## src/rtl/dkong_input_pkg.sv

```systemverilog
// dkong_input_pkg: shared types, bundle indices and joystick cleanup helper
package dkong_input_pkg;
    typedef enum logic [1:0] {IDLE, PULSE, HOLDOFF, WAIT_REL} coin_state_t;
    localparam int IDX_R   = 0;
    localparam int IDX_L   = 1;
    localparam int IDX_U   = 2;
    localparam int IDX_D   = 3;
    localparam int IDX_B1  = 4;
    localparam int NUM_RAW = 13;
    function automatic logic [4:0] joy_clean(input logic [4:0] j);
        logic [4:0] c;
        c = j;
        if (j[IDX_L] && j[IDX_R]) begin
            c[IDX_L] = 1'b0;
            c[IDX_R] = 1'b0;
        end
        if (j[IDX_U] && j[IDX_D]) begin
            c[IDX_U] = 1'b0;
            c[IDX_D] = 1'b0;
        end
        return c;
    endfunction
endpackage

```

## src/rtl/input_debounce.sv

```systemverilog
// input_debounce: two-flop synchroniser plus per-bit stable-count debounce
module input_debounce #(
    parameter int WIDTH           = 13,
    parameter int DEBOUNCE_CYCLES = 65536
) (
    input  logic             masterclk,
    input  logic             rst,
    input  logic [WIDTH-1:0] raw,
    output logic [WIDTH-1:0] stable
);
    logic [WIDTH-1:0] r_s1;
    logic [WIDTH-1:0] r_s2;
    always_ff @(posedge masterclk) begin
        if (rst) begin
            r_s1 <= '0;
            r_s2 <= '0;
        end else begin
            r_s1 <= raw;
            r_s2 <= r_s1;
        end
    end
    generate
        if (DEBOUNCE_CYCLES == 0) begin : g_bypass
            assign stable = r_s2;
        end else begin : g_db
            localparam int CW = $clog2(DEBOUNCE_CYCLES) + 1;
            logic [WIDTH-1:0] r_stable;
            logic [CW-1:0]    r_cnt [WIDTH];
            always_ff @(posedge masterclk) begin
                if (rst) begin
                    r_stable <= '0;
                    for (int i = 0; i < WIDTH; i++) r_cnt[i] <= '0;
                end else begin
                    for (int i = 0; i < WIDTH; i++) begin
                        if (r_s2[i] == r_stable[i]) begin
                            r_cnt[i] <= '0;
                        end else if (r_cnt[i] == CW'(DEBOUNCE_CYCLES - 1)) begin
                            r_stable[i] <= r_s2[i];
                            r_cnt[i]    <= '0;
                        end else begin
                            r_cnt[i] <= r_cnt[i] + 1'b1;
                        end
                    end
                end
            end
            assign stable = r_stable;
        end
    endgenerate
endmodule

```

## src/rtl/dkong_input_cond.sv

```systemverilog
// dkong_input_cond: cabinet switch conditioning, frame latching and coin pulse shaping
module dkong_input_cond
    import dkong_input_pkg::*;
#(
    parameter int DEBOUNCE_CYCLES     = 65536,
    parameter int COIN_PULSE_CYCLES   = 2000000,
    parameter int COIN_HOLDOFF_CYCLES = 4000000,
    parameter int FRAME_LATCH         = 1
) (
    input  logic       masterclk,
    input  logic       rst,
    input  logic       vblk,
    input  logic [4:0] p1_raw,
    input  logic [4:0] p2_raw,
    input  logic [1:0] start_raw,
    input  logic       coin_raw,
    output logic       p1_r,
    output logic       p1_l,
    output logic       p1_u,
    output logic       p1_d,
    output logic       p1_b1,
    output logic       p2_r,
    output logic       p2_l,
    output logic       p2_u,
    output logic       p2_d,
    output logic       p2_b1,
    output logic       p1_sw,
    output logic       p2_sw,
    output logic       coin_sw,
    output logic [7:0] coin_count
);
    localparam int CMAX = (COIN_PULSE_CYCLES > COIN_HOLDOFF_CYCLES) ? COIN_PULSE_CYCLES : COIN_HOLDOFF_CYCLES;
    localparam int CW   = $clog2(CMAX) + 1;
    logic [NUM_RAW-1:0] w_stable;
    logic [11:0]        w_clean;
    logic               w_load;
    logic               w_coin;
    logic               w_rise;
    logic               r_vblk_d;
    logic [11:0]        r_out;
    logic               r_coin_prev;
    logic [CW-1:0]      r_cnt;
    logic [7:0]         r_count;
    coin_state_t        r_state;
    coin_state_t        w_next;
    input_debounce #(
        .WIDTH          (NUM_RAW),
        .DEBOUNCE_CYCLES(DEBOUNCE_CYCLES)
    ) u_db (
        .masterclk(masterclk),
        .rst      (rst),
        .raw      ({coin_raw, start_raw, p2_raw, p1_raw}),
        .stable   (w_stable)
    );
    assign w_clean = {w_stable[11:10], joy_clean(w_stable[9:5]), joy_clean(w_stable[4:0])};
    assign w_load  = (FRAME_LATCH == 0) || (vblk && !r_vblk_d);
    assign w_coin  = w_stable[12];
    assign w_rise  = w_coin && !r_coin_prev;
    always_comb begin
        w_next = r_state;
        case (r_state)
            IDLE:     w_next = w_rise ? PULSE : IDLE;
            PULSE:    w_next = (r_cnt == CW'(COIN_PULSE_CYCLES - 1)) ? ((COIN_HOLDOFF_CYCLES == 0) ? WAIT_REL : HOLDOFF) : PULSE;
            HOLDOFF:  w_next = (r_cnt == CW'(COIN_HOLDOFF_CYCLES - 1)) ? WAIT_REL : HOLDOFF;
            WAIT_REL: w_next = w_coin ? WAIT_REL : IDLE;
            default:  w_next = IDLE;
        endcase
    end
    always_ff @(posedge masterclk) begin
        if (rst) begin
            r_vblk_d    <= 1'b0;
            r_out       <= '0;
            r_coin_prev <= 1'b0;
            r_cnt       <= '0;
            r_count     <= '0;
            r_state     <= IDLE;
        end else begin
            r_vblk_d    <= vblk;
            r_out       <= w_load ? w_clean : r_out;
            r_coin_prev <= w_coin;
            r_state     <= w_next;
            // counter only runs while staying in a timed state; every entry starts at zero
            r_cnt       <= (w_next == r_state && (r_state == PULSE || r_state == HOLDOFF)) ? r_cnt + 1'b1 : '0;
            r_count     <= (r_state == IDLE && w_next == PULSE) ? r_count + 8'd1 : r_count;
        end
    end
    assign {p1_b1, p1_d, p1_u, p1_l, p1_r} = r_out[4:0];
    assign {p2_b1, p2_d, p2_u, p2_l, p2_r} = r_out[9:5];
    assign {p2_sw, p1_sw}                  = r_out[11:10];
    assign coin_sw                         = (r_state == PULSE);
    assign coin_count                      = r_count;
endmodule
```

## config.mk

```make
export PLATFORM = sky130hd
export DESIGN_NAME = dkong_input_cond
export DESIGN_NICKNAME = d
export VERILOG_FILES = /design/src/rtl/dkong_input_pkg.sv /design/src/rtl/input_debounce.sv /design/src/rtl/dkong_input_cond.sv
export SDC_FILE = /design/constraint.sdc
export NUM_CORES = 1
export LEC_CHECK = 0
export BUFFER_PORTS_ARGS = -buffer_cell sky130_fd_sc_hd__buf_2
export CORE_ASPECT_RATIO = 1.75
export CORE_MARGIN = 2
export CORE_UTILIZATION = 45
export DETAILED_ROUTE_END_ITERATION = 7
export PLACE_DENSITY = 0.7
export SLEW_MARGIN = 20
export SYNTH_ARGS = -nofsm -noshare
export SYNTH_HDL_FRONTEND = slang
export SYNTH_HIERARCHICAL = 1
export SYNTH_SLANG_ARGS = --single-unit
export TNS_END_PERCENT = 5
```

## constraint.sdc

```tcl
create_clock -name masterclk -period 2.7 [get_ports masterclk]
set_input_delay 0.135 -clock masterclk [delete_from_list [all_inputs] [get_ports masterclk]]
set_output_delay 0.135 -clock masterclk [all_outputs]
set_load 0.01 [all_outputs]
```

# After elaboration in Yosys (flattened, before gate mapping)
# Memories as Yosys holds them, arrays and structs flattened.
# Cells that the tools add are included.
# Widths: inputs -> output; s select.
# op_classes
n_eq_ne	33
n_bitwise	53
reduce_logical	26
add_sub_neg	15
mux	193
# ops
cell	count
$mux 17	39
$add 17x1->17 const B	13
$eq 17x16->1 const B	13
$mux 1	147
$or 1x1->1	39
$reduce_and 2->1	13
$add 23x1->23 const B	1
$eq 23x21->1 const B	1
$eq 23x22->1 const B	1
$not 1->1	14
$eq 1x1->1	13
$mux 2	6
$add 8x1->8 const B	1
$logic_and 1x1->1	8
$pmux 2 s4	1
$eq 2x1->1 const B	2
$eq 2x2->1 const B	2
$eq 2x2->1	1
$logic_not 1->1	2
$logic_not 2->1	1
$reduce_or 2->1	1
$logic_or 1x1->1	1
# word_totals
output_inout_bits	21
mem_bits_rw	221
input_bits	16
n_memories	1
ff_bits	86
# mem_list
name	depth	word_bits	rd	rd_clocked_by_memory_dff	write_ports	line_no	rtl
u_db.g_db.r_cnt	13	17	13	0	13	input_debounce.sv:28	logic [CW-1:0] r_cnt [WIDTH];

# Depth between registers and ports, before layout
# depth
depth_word	8
mapped_depth	10
mapped_depth_nobuf	8

# Hierarchy
# Netlist, hierarchy kept.
# modules_own_cells
module	cells_per_inst	n_inst	area_each_um2
input_debounce	1193	1	12897.4
dkong_input_cond	248	1	2504.9

# Worst setup path before layout
# No wires, ideal clock.
# synth_timing
kind	reg-to-reg
start	memory u_db/g_db.r_cnt[0][17] (netlist bit)
end	memory u_db/g_db.r_cnt[0][26] (netlist bit), data pin
t_required_ns	2.434
arrival_time_ns	2.281
setup_time_ns	0.266
path_stages_with_launch	10
path_buffers	2
synth_period_minus_slack_ns	2.547
path_slack_ns	0.153
path_cell_list	edfxtp_1 > ha_1 > nand4_1 > or4_1 > nor2_1 > ha_1 > or3_1 > clkbuf_1 > clkbuf_1 > nor2_1
# synth_rtl
element	line_no
start, declared	input_debounce.sv:28

# Worst setup path in the final report
# layout_timing
start	register r_state[1]
end	register r_cnt[2]
# layout_via
elab_chain_cells	6
# layout_rtl
element	line_no	rtl
start, declared	dkong_input_cond.sv:44	coin_state_t r_state;
start signal, assigned	dkong_input_cond.sv:81	r_state <= w_next;
$eq 2x2->1 (tied with other cells)	dkong_input_cond.sv:61	case (r_state)
$pmux 2 s4	dkong_input_cond.sv:61	
$eq 2x2->1	dkong_input_cond.sv:83	r_cnt <= (w_next == r_state && (r_state == PULSE || r_state == HOLDOFF)) ? r_cnt + 1'b1 : '0;
$logic_and 1x1->1 *	dkong_input_cond.sv:83	
$not 1->1 (no line) *	n/a	
$reduce_or 2->1 (no line) *	n/a	
end signal, assigned	dkong_input_cond.sv:83	
end, declared	dkong_input_cond.sv:42	logic [CW-1:0] r_cnt;
# Every way passes the cells marked *; elsewhere a longest branch is shown, timed or not.
# A chain may end at the register's enable or synchronous reset.

==> metrics.md <==
| Metric | Value |
|---|---|
| Kind of start point of the critical path | `flop` |
| Total number of vias | `10.7k` |
| Clk Latency, worst-skew pair | `0.54 ns` |
| FF-to-FF setup slack | `0.20 ns` |
| RSZ-0062 raised after global routing | `false` |
| Fill cell count | `2983` |
| Boundary Pins | `37` |
| Setup TNS | `0 ns` |
| Combinational Power Share | `3.7%` |
| Type of the most critical hold path | `in2reg` |
| H-tree depth | `1` |
| Initial DRC Count | `493` |
| Die Span X | `144 um` |
| Initial Utilization | `45.6%` |
| Gate Count Post-Synth | `1441` |
| Top-count cell post-synth | `nor2_1` |
| Post-Route WL | `27200 um` |
| Total grt overflow | `0` |
| Number of synthesized flops with an enable pin | `221` |
| Final hold violations | `0` |
| Clock sinks | `307` |
| Internal | `7.74 mW` |
| Total CTS buffers | `29` |
| Setup CP Type | `reg2reg` |
| Worst Skew | `0.00910 ns` |
| Utilization after layout | `53.5%` |
| Global placer's final weighted congestion | `0.780` |
| Critical Path Fanout Max | `23` |
| Finished Cell Area | `0.0180 sq mm` |
| Placed Area | `0.0170 sq mm` |
| Synth area leaders | `edfxtp_1, dfxtp_1, xnor2_1` |
| Top cell type's share of synthesized area | `43.1%` |
| Ant diodes | `0` |
| Core area | `0.0337 sq mm` |
| Post-Syn Area | `0.0154 sq mm` |
| Clk buf depth | `3` |
| Required time of the critical path | `3.09 ns` |
| Post-DP HPWL | `19500 um` |
| Switching Share | `21.2%` |
| Pwr per Cell Area | `544 mW/mm^2` |
| Crit end category | `flop` |
| Final period util | `92.6%` |
| Die ar. | `0.0358 sq mm` |
| Status | `completed` |
| Leading area contributor after synthesis | `edfxtp_1` |
| Leak | `6.24 nW` |
| Area of the multi-input gates | `0.00743 sq mm` |
| Flop pwr share | `54.7%` |
| Final setup violation count | `0` |
| Sequential fraction of the synthesis area | `54.3%` |
| # DRC | `0` |
| Net Switching | `2.08 mW` |
| Clk root buf | `clkbuf_16` |
| Synth cell types | `59` |
| DR WL/cell | `12.4 um` |
| First-pass GRT wire length | `47600 um` |
| DIE HEIGHT | `249 um` |
| Commonest cells in the netlist | `nor2_1, edfxtp_1, xnor2_1` |
| Worst slew pin tran | `0.982 ns` |
| Storage cell area | `0.00836 sq mm` |
| Max Slew Vio Count | `0` |
| Share of layout cells above drive strength 1 | `8.61%` |
| Initial antenna violation count | `0` |
| Final worst path period need | `2.50 ns` |
| Clk network pwr share | `41.7%` |
| Tot GR Track Use | `15.7%` |
| Synthesis-stage register bit count | `307` |
| Vias in the first global route | `10.8k` |
| Post-route antenna net violation count | `0` |
| Std cell rows | `89` |
| Drt pass-1 iters | `5` |
| CTS tree | `done` |
| Post-CTS Setup Inserts | `0` |
| Post-synth ARST share | `0%` |
| Max Cap Violations | `0` |
| Fmax | `0.400 GHz` |
| Pin count of the biggest net entering global routing | `70` |
| Final net count | `1769` |
| Clock Pin Slew Worst Setup and Hold Paths | `0.07 ns` |
| YS warnings | `6` |
| Worst VDD drop | `0.528 mV` |
| Synth-to-layout area growth | `17.1%` |
| Worst slew margin | `34.2%` |
| Primary FF master, synth | `edfxtp_1` |
| Mean Syn Cell Area | `10.7 sq um` |
| Arrival time at the worst endpoint | `2.89 ns` |
| Port Buffer Count | `36` |
| Vias per inst | `4.88` |
worst max-delay path, stage by stage, from the launching register on:
cell and delay, ns:
dfxtp_1 0.47, inv_1 0.11, ha_1 0.30, nand3b_1 0.19, nand3_1 0.11, a31o_2 0.25
o211ai_4 0.77, nor4_1 0.14
cell families (layout without fill, tap and decap cells):
family                     count (synthesis)  after routing  synth area share, %
other                                      1            221               0.0243
xor gates and xnor gates                 196            196                 11.3
buffers and inverters                    101            183                 2.84
AOI/OAI and AO/OA                         73             73                 3.00
and+or+nand+nor                          716            716                 25.0
muxes                                     15             15                0.975
adders and majority gates                 32             32                 2.60
DFF                                      307            307                 54.3
layer usage:
layer / up-vias / track usage (%) / routed length (um)
li1: 5492 / - / -
met1: 5095 / 17.9 / 11300
met5: - / 0 / 0
met2: 117 / 29.9 / 14600
met3: 22 / 2.02 / 800
met4: 0 / 4.29 / 458
power by group through the flow:
stage / combinational (mW) / clock (mW) / sequential (mW)
3_3_place_gp: 0.332 / 0 / 5.45
4_1_cts: 0.356 / 4.24 / 5.36
3_5_place_dp: 0.337 / 0 / 5.47
2_1_floorplan: 0.274 / 0 / 5.42
6_report: 0.361 / 4.09 / 5.36
5_1_grt: 0.421 / 4.40 / 5.39
metrics by stage:
stage               cells  setup slack [ns]  power (mW)  hold slack, ns
floorplan            1661             0.153        5.70           0.204
global placement     2131             0.245        5.79           0.351
detailed placement   2131             0.187        5.80           0.351
CTS                  2198             0.179        9.96           0.111
global route         2198           0.00989        10.2           0.150
finish               2198             0.199        9.82           0.114
placed cells by master (no fill, tap or decap), types with 25 or more instances in the layout:
cell type,Yosys,layout
a21oi_1,38,38
buf_2,5,35
buf_4,1,25
clkbuf_16,0,30
conb_1,1,221
dfxtp_1,86,86
edfxtp_1,221,221
ha_1,32,32
inv_1,55,55
nand2_1,85,85
nand3_1,76,76
nand4_1,53,53
nor2_1,237,237
nor2b_1,29,29
nor3_1,55,55
nor4_1,48,48
or3_1,32,32
xnor2_1,146,146
xor2_1,49,49
state kept, by name (all words and copies together) (netlist names):
name and count:
u_db/g_db.r_cnt 221, r_cnt 23, u_db/r_s1 13, u_db/r_s2 13
u_db/stable 13, r_out 12, coin_count 8, r_state 2
r_coin_prev 1, r_vblk_d 1
what timing repair did:
action | CTS | global route
endpoints found under the hold margin | 14 | 0
hold buffers | 14 | 0
setup endpoints to repair | 0 | 5
gates resized for setup | 0 | 1
area by class of cell:
class                   instances  share of cell area (%)
clock inverters                13                   0.791
clock buffers                  40                    4.48
flip-flops and latches        307                    46.3
repair buffers                 75                    2.90
multi-input cells            1253                    41.2
well taps                     455                    3.16
inverters                      55                    1.14
path summary, 6_finish.rpt:
path | depth (start not counted) | startpoint | end
hold reg to reg | 1 | u_db/r_s1[5] | u_db/r_s2[5]
setup / recovery | 7 | r_state[1] | r_cnt[2]
hold / removal | 2 | rst | u_db/stable[6]
setup reg to reg | 7 | r_state[1] | r_cnt[2]
(Power assumes the default switching activity.)
